===== src/rtl/vote_pkg.sv =====
// Shared types and defaults for the voting front end.
// State encoding, timing defaults and a ballot popcount helper.
package vote_pkg;

   typedef enum logic [1:0] {
      ST_IDLE   = 2'd0,
      ST_OPEN   = 2'd1,
      ST_LOCKED = 2'd2
   } state_t;

   localparam int DEF_DEB_CYCLES = 1000000;
   localparam int DEF_WIN_CYCLES = 250000000;
   localparam int DEF_CNT_W      = 28;

   function automatic logic [1:0] pop3(input logic [2:0] v);
      return {1'b0, v[0]} + {1'b0, v[1]} + {1'b0, v[2]};
   endfunction

endpackage


===== src/rtl/vote_capture_debounce.sv =====
// Debouncer for one raw active-low key: sync, stability counter,
// stable level and a one-cycle press pulse on the 1->0 change.
module key_debounce
   import vote_pkg::*;
#(
   parameter int DEB_CYCLES = DEF_DEB_CYCLES,
   parameter int CNT_W      = DEF_CNT_W
) (
   input  logic i_clk,
   input  logic i_rst,
   input  logic i_key_n,
   output logic o_press
);

   logic             r_sync1;
   logic             r_sync2;
   logic             r_stable;
   logic             r_press;
   logic [CNT_W-1:0] r_cnt;
   logic             w_diff;
   logic             w_done;

   assign w_diff  = (r_sync2 != r_stable);
   assign w_done  = (r_cnt == CNT_W'(DEB_CYCLES - 1));
   assign o_press = r_press;

   always_ff @(posedge i_clk) begin
      if (i_rst) begin
         r_sync1  <= 1'b1;
         r_sync2  <= 1'b1;
         r_stable <= 1'b1;
         r_press  <= 1'b0;
         r_cnt    <= '0;
      end else begin
         r_sync1 <= i_key_n;
         r_sync2 <= r_sync1;
         r_press <= 1'b0;
         if (!w_diff) begin
            r_cnt <= '0;
         end else if (w_done) begin
            r_stable <= r_sync2;
            r_cnt    <= '0;
            // only a release->press change produces a pulse
            r_press  <= ~r_sync2;
         end else begin
            r_cnt <= r_cnt + 1'b1;
         end
      end
   end

endmodule


===== src/rtl/vote_capture.sv =====
// Voting session front end: five debounced keys, session FSM,
// held ballots and window timeout feeding the majority voter.
module vote_capture
   import vote_pkg::*;
#(
   parameter int DEB_CYCLES = DEF_DEB_CYCLES,
   parameter int WIN_CYCLES = DEF_WIN_CYCLES,
   parameter int CNT_W      = DEF_CNT_W
) (
   input  logic       CLK_50M,
   input  logic       RST,
   input  logic       KEY_A,
   input  logic       KEY_B,
   input  logic       KEY_C,
   input  logic       KEY_START,
   input  logic       KEY_CLR,
   output logic       VOTE_A,
   output logic       VOTE_B,
   output logic       VOTE_C,
   output logic       VOTE_VALID,
   output logic       VOTE_DONE,
   output logic       SESSION_OPEN,
   output logic [1:0] VOTED_CNT
);

   logic [4:0]       w_keys_n;
   logic [4:0]       w_press;
   logic [2:0]       w_new;
   logic [1:0]       w_sum;
   logic             w_tmo;

   state_t           r_state;
   logic [2:0]       r_ballot;
   logic [1:0]       r_cnt;
   logic [CNT_W-1:0] r_win;
   logic             r_done;

   assign w_keys_n = {KEY_CLR, KEY_START, KEY_C, KEY_B, KEY_A};

   for (genvar g = 0; g < 5; g++) begin : g_deb
      key_debounce #(
         .DEB_CYCLES (DEB_CYCLES),
         .CNT_W      (CNT_W)
      ) u_deb (
         .i_clk   (CLK_50M),
         .i_rst   (RST),
         .i_key_n (w_keys_n[g]),
         .o_press (w_press[g])
      );
   end

   // repeat presses on an already-set ballot contribute nothing
   assign w_new = w_press[2:0] & ~r_ballot;
   assign w_sum = r_cnt + pop3(w_new);
   assign w_tmo = (r_win == CNT_W'(WIN_CYCLES - 1));

   always_ff @(posedge CLK_50M) begin
      if (RST) begin
         r_state  <= ST_IDLE;
         r_ballot <= '0;
         r_cnt    <= '0;
         r_win    <= '0;
         r_done   <= 1'b0;
      end else begin
         r_done <= 1'b0;
         if (w_press[4]) begin
            r_state  <= ST_IDLE;
            r_ballot <= '0;
            r_cnt    <= '0;
            r_win    <= '0;
         end else begin
            case (r_state)
               ST_IDLE: begin
                  if (w_press[3]) begin
                     r_state  <= ST_OPEN;
                     r_ballot <= '0;
                     r_cnt    <= '0;
                     r_win    <= '0;
                  end
               end
               ST_OPEN: begin
                  r_ballot <= r_ballot | w_new;
                  r_cnt    <= w_sum;
                  r_win    <= r_win + 1'b1;
                  if (w_sum == 2'd3 || w_tmo) begin
                     r_state <= ST_LOCKED;
                     r_done  <= 1'b1;
                  end
               end
               ST_LOCKED: begin
                  r_state <= ST_LOCKED;
               end
               default: begin
                  r_state  <= ST_IDLE;
                  r_ballot <= '0;
                  r_cnt    <= '0;
                  r_win    <= '0;
               end
            endcase
         end
      end
   end

   assign VOTE_A       = r_ballot[0];
   assign VOTE_B       = r_ballot[1];
   assign VOTE_C       = r_ballot[2];
   assign VOTED_CNT    = r_cnt;
   assign VOTE_DONE    = r_done;
   assign SESSION_OPEN = (r_state == ST_OPEN);
   assign VOTE_VALID   = (r_state == ST_LOCKED);

endmodule


===== config.mk =====
export PLATFORM = sky130hd
export DESIGN_NAME = vote_capture
export DESIGN_NICKNAME = d
export VERILOG_FILES = /design/src/rtl/vote_pkg.sv /design/src/rtl/vote_capture_debounce.sv /design/src/rtl/vote_capture.sv
export SDC_FILE = /design/constraint.sdc
export NUM_CORES = 1
export LEC_CHECK = 0
export BUFFER_PORTS_ARGS = -buffer_cell sky130_fd_sc_hd__buf_2
export CAP_MARGIN = 40
export CORE_MARGIN = 2
export CORE_UTILIZATION = 48
export CTS_BUF_LIST = sky130_fd_sc_hd__clkbuf_8 sky130_fd_sc_hd__clkbuf_16
export DETAILED_ROUTE_END_ITERATION = 10
export GPL_TIMING_DRIVEN = 0
export REMOVE_ABC_BUFFERS = 1
export SLEW_MARGIN = 30
export SYNTH_ARGS = -nofsm -noshare
export SYNTH_HDL_FRONTEND = slang
export SYNTH_HIERARCHICAL = 1
export SYNTH_SLANG_ARGS = --single-unit
export TNS_END_PERCENT = 100

===== constraint.sdc =====
create_clock -name CLK_50M -period 4 [get_ports CLK_50M]
set_input_delay 0.8 -clock CLK_50M [delete_from_list [all_inputs] [get_ports CLK_50M]]
set_output_delay 0.8 -clock CLK_50M [all_outputs]
set_load 0.1 [all_outputs]

Word level (Yosys, flattened, before mapping):

Index checks and enable logic that the tools add are counted.

* eq/ne operators: 16
* $add $sub $neg: 9
* reductions and logical operators: 21
* mux-type cells: 10
* bitwise logic cells: 20

Operators by type and width (count)
* $add 28x1->28 const B: 6
* $eq 28x20->1 const B: 5
* $pmux 28 s3: 1
* $reduce_or 3->1: 11
* $eq 28x28->1 const B: 1
* $mux 28: 1
* $not 1->1: 17
* $reduce_and 2->1: 7
* $pmux 2 s3: 2
* $pmux 3 s3: 1
* $mux 2: 3
* $ne 1x1->1: 5
* $eq 2x2->1 const B: 2
* $ne 2x1->1 const B: 2
* $and 3x3->3: 1
* $mux 3: 1
* $not 3->3: 1
* $or 3x3->3: 1
* $add 1x1->2: 1
* $add 2x1->2: 1
* $add 2x2->2: 1
* $eq 2x1->1 const B: 1
* $logic_not 2->1: 1
* $reduce_or 2->1: 1
* other kinds (2): 2

* logic and storage cells: 106
* register bits after elaboration: 196
* output and inout bits: 8
* input bits: 7

Depth between registers and ports, before layout:

* depth after elaboration: 9
* depth in mapped cells: 9
* depth with buffers taken out: 8

Modules after synthesis:

The synthesis kept the hierarchy.

Modules (own cells, without submodules)
* key_debounce: cells each 169, area each 1487.7 µm², times used 5, seq. area each 640.6 µm²
* vote_capture: cells each 236, area each 1970.6 µm², times used 1, seq. area each 720.7 µm²

Worst setup path before layout:

No wires, ideal clock.

* path kind: register -> register
* from: register r_state[0]
* to: register r_win[23]
* arrival: 2.641 ns
* period minus slack after synthesis: 2.712 ns
* data required time: 3.928 ns
* cell stages (with the launch flop): 10
* path slack: 1.288 ns
* buffers on the path: 3
* setup time: 0.072 ns
* path through: dfxtp_1 inv_1 ha_1 clkbuf_1 nand2b_1 or4_1 clkbuf_1 buf_2 nor4_1 mux2i_1

* cells in the longest elaborated chain, start to end: 3
* elaborated cells on any way between the ends: 7
* classes of those cells: eq/ne: 3; mux: 1; bitwise: 1; reduce/logical: 2

RTL lines
* from (decl): line vote_capture.sv:32 `state_t r_state;`
* from (signal assigned): line vote_capture.sv:59 `r_state <= ST_IDLE;`
* from (signal assigned): line vote_capture.sv:67 `r_state <= ST_IDLE;`
* from (signal assigned): line vote_capture.sv:75 `r_state <= ST_OPEN;`
* $eq 2x2->1 (*)
* net VOTE_VALID: line vote_capture.sv:20 `output logic VOTE_VALID,`
* parallel branches: the longest is 2 deep, another holds $pmux 28 s3
* to (signal assigned): line vote_capture.sv:84 `r_win <= r_win + 1'b1;`
* to (decl): line vote_capture.sv:35 `logic [CNT_W-1:0] r_win;`

Mark *: on every way through the listed nets, which the timed path passes.
A chain may end at the register's enable or synchronous reset.

Worst setup path in the final report:

* from: register r_state[1]
* to: output port SESSION_OPEN

* cells in the longest elaborated chain, start to end: 1

RTL lines
* $eq 2x1->1: line vote_capture.sv:109 `assign SESSION_OPEN = (r_state == ST_OPEN);`
* to (decl): line vote_capture.sv:22 `output logic SESSION_OPEN,`

Every way passes these cells.

==> impl_metrics.json <==
{
  "fin_crit_ns": 2.72,
  "drtPass1Iterations": 5,
  "final_layout_size_suffix_gt1_share_pct": 9.86,
  "syn_inst": 1081,
  "synth_top_area_cell": "dfxtp_1",
  "cts.sinks": 196,
  "drv_slew": 0,
  "syn_area_sq_um": 9410,
  "path_clk_slew_ns": 0.08,
  "cts-resized-gates": 0,
  "worstSetupStartpointType": "register",
  "ir_drop_mv": 0.308,
  "syn_avg_cell_area_sq_um": 8.70,
  "drc": 0,
  "grt_pass1_wl_um": 32700,
  "synth_seq_cells": 196,
  "fin_cells": 1350,
  "cts_buffer_depth": 2,
  "hp-class": "reg2reg",
  "grt_start_max_net_pins": 29,
  "post_cts_buffers": 0,
  "cpLargestDelayFamily": "buffers and inverters",
  "path_buf_inv": 2,
  "yosysUniqueCellTypes": 47,
  "dieArea_sq_um": 20700,
  "io_pins": 15,
  "cp_cell_sequence": "inv_1 -> ha_1 -> buf_2",
  "cts.hold.buffers_added": 0,
  "cp_max_fo": 14,
  "tritoncts": "done",
  "rsz0062_at_grt": "no",
  "endpoint_kind": "primary output",
  "synth-main-ff-cell": "dfxtp_1",
  "max-slew-margin-rel_pct": 49.0,
  "p_leak_nw": 2.73,
  "antenna_found_initial": 0,
  "multiInputGateArea_sq_um": 5100,
  "worstSkewPairLatency_ns": 0.44,
  "total_power_mw": 4.00,
  "syn_to_final_growth_pct": 8.56,
  "synth_top_area_share_pct": 41.7,
  "tns_ns": 0,
  "root_buffer": "clkbuf_16",
  "synth-edff-count": 0,
  "drt_iter0_markers": 345,
  "crit_type": "reg2out",
  "yosysMostFrequentCell": "dfxtp_1",
  "die_h_um": 144,
  "antenna_cells_inserted": 0,
  "synth_top_cells_by_area": "dfxtp_1 (42%), xnor2_1 (6.7%), or4_1 (5.3%), o31ai_1 (4.8%), a21oi_1 (4.7%)",
  "fmax_mhz": 368,
  "max_stage_delay_ns": 0.54,
  "finalSetupViolCount": 0,
  "wl_per_cell_um": 14.2,
  "core.rowCount": 51,
  "fillCellCount": 1831,
  "initial_core_util_pct": 48.7,
  "drv_cap": 0,
  "globalplace.congestion": 0.770,
  "gr-usage-all-layers_pct": 19.1,
  "gr-total-overflow": 0,
  "core_sq_um": 19300,
  "drt-total-wl_um": 19100,
  "place_inst": 1317,
  "tightest_slew_ns": 0.762,
  "hold_viol": 0,
  "numPortBuffers": 14,
  "hpwl_um": 12200,
  "nets": 1091,
  "cts-buffers-inserted": 17,
  "crit_arrival_ns": 1.92,
  "grt_pass1_vias": 6831,
  "htreeDepth": 4,
  "synth_warnings": 6,
  "post-route-period-util_pct": 68.0,
  "ys_async_sr_fraction_pct": 0,
  "regArea_sq_um": 3920,
  "vias_per_cell": 5.72,
  "cp_slowest_cell": "buf_2",
  "synth-seq-area-share_pct": 41.7,
  "vias": 7719,
  "worstPathRequired_ns": 3.20,
  "r2r_slack_ns": 1.46,
  "skew_ns": 0.00966,
  "ant_nets": 0,
  "die_w_um": 144,
  "post-route-util_pct": 52.8,
  "status": "complete, no violations",
  "synthTopCellsByCount": "dfxtp_1 (196), nor2_1 (117), a21oi_1 (89), xnor2_1 (72), or4_1 (66)",
  "p_per_area_nw_per_um2": 392
}
-- through the flow --
stage | cell area [sq um] | hold WS [ns] | setup WS, ns
after CTS | 10200 | 0.402 | 1.26
after global placement | 9560 | 0.391 | 0.785
final | 10200 | 0.406 | 1.28
after global routing | 10200 | 0.412 | 1.20
after floorplan | 9160 | 0.389 | 1.29
after detailed placement | 9600 | 0.393 | 1.47
-- layout by cell type, fill, tap and decap left out, drive strengths merged, types with 11 or more instances in the layout --
| cell | n |
|---|---|
| dfxtp | 196 |
| nor2 | 117 |
| a21oi | 89 |
| or4 | 76 |
| xnor2 | 72 |
| o31ai | 60 |
| nand3 | 59 |
| nand4 | 48 |
| nand2 | 47 |
| inv | 47 |
| nor4 | 42 |
| or3 | 30 |
| or2 | 28 |
| nor3 | 23 |
| o21ai | 21 |
| clkbuf | 18 |
| nand2b | 16 |
| buf | 16 |
| ha | 11 |
-- power breakdown --
group | total [mW] | switching [mW] | internal, mW
clock | 1.76 | 0.801 | 0.958
combinational | 0.270 | 0.194 | 0.0758
sequential | 1.97 | 0.0100 | 1.96
-- layout make-up --
| cell class | instances | share of cell area, % |
|---|---|---|
| Multi-Input combinational cell | 802 | 50.0 |
| Sequential cell | 196 | 38.4 |
| Timing Repair Buffer | 16 | 1.07 |
| Clock inverter | 14 | 1.59 |
| Tap cell | 265 | 3.25 |
| Clock buffer | 18 | 4.30 |
| Inverter | 39 | 1.43 |
-- state kept, by name, indices dropped and copies added (netlist names) --
register and count:
g_deb.u_deb/r_cnt 140, r_ballot 3, r_win 28, VOTE_DONE 1, VOTED_CNT 2, g_deb.u_deb/r_stable 5, g_deb.u_deb/r_sync2 5, g_deb.u_deb/r_sync1 5
r_state 2, g_deb.u_deb/o_press 5
-- worst paths after layout --
check                                                       start                                 to  cells past startpoint
worst max-delay path                      r_state[1]$_SDFFE_PP0P_                       SESSION_OPEN                      3
worst min-delay path            g_deb[0].u_deb/r_sync1$_SDFF_PP1_  g_deb[0].u_deb/r_sync2$_SDFF_PP1_                      1
worst max register to register            r_state[0]$_SDFFE_PP0P_             r_win[21]$_SDFFE_PP0P_                      6
worst min register to register  g_deb[0].u_deb/r_sync1$_SDFF_PP1_  g_deb[0].u_deb/r_sync2$_SDFF_PP1_                      1
-- cells by family after synthesis --
group / Yosys count / synth area share [%]
simple gates: 521 / 31.8
flops: 196 / 41.7
compound gates: 187 / 12.8
buf+inv: 83 / 4.22
xor+xnor: 79 / 7.51
fa+ha+maj: 12 / 1.68
mux: 3 / 0.319
-- metal layers --
layer	GRT usage (%)	part of all wire, %	vias up
li1	-	-	3986
met1	27.0	51	3652
met2	29.6	45	67
met3	3.48	2.6	14
met4	6.55	1.1	0
met5	0	0	-
No activity file was read; power rests on OpenSTA's default activity.
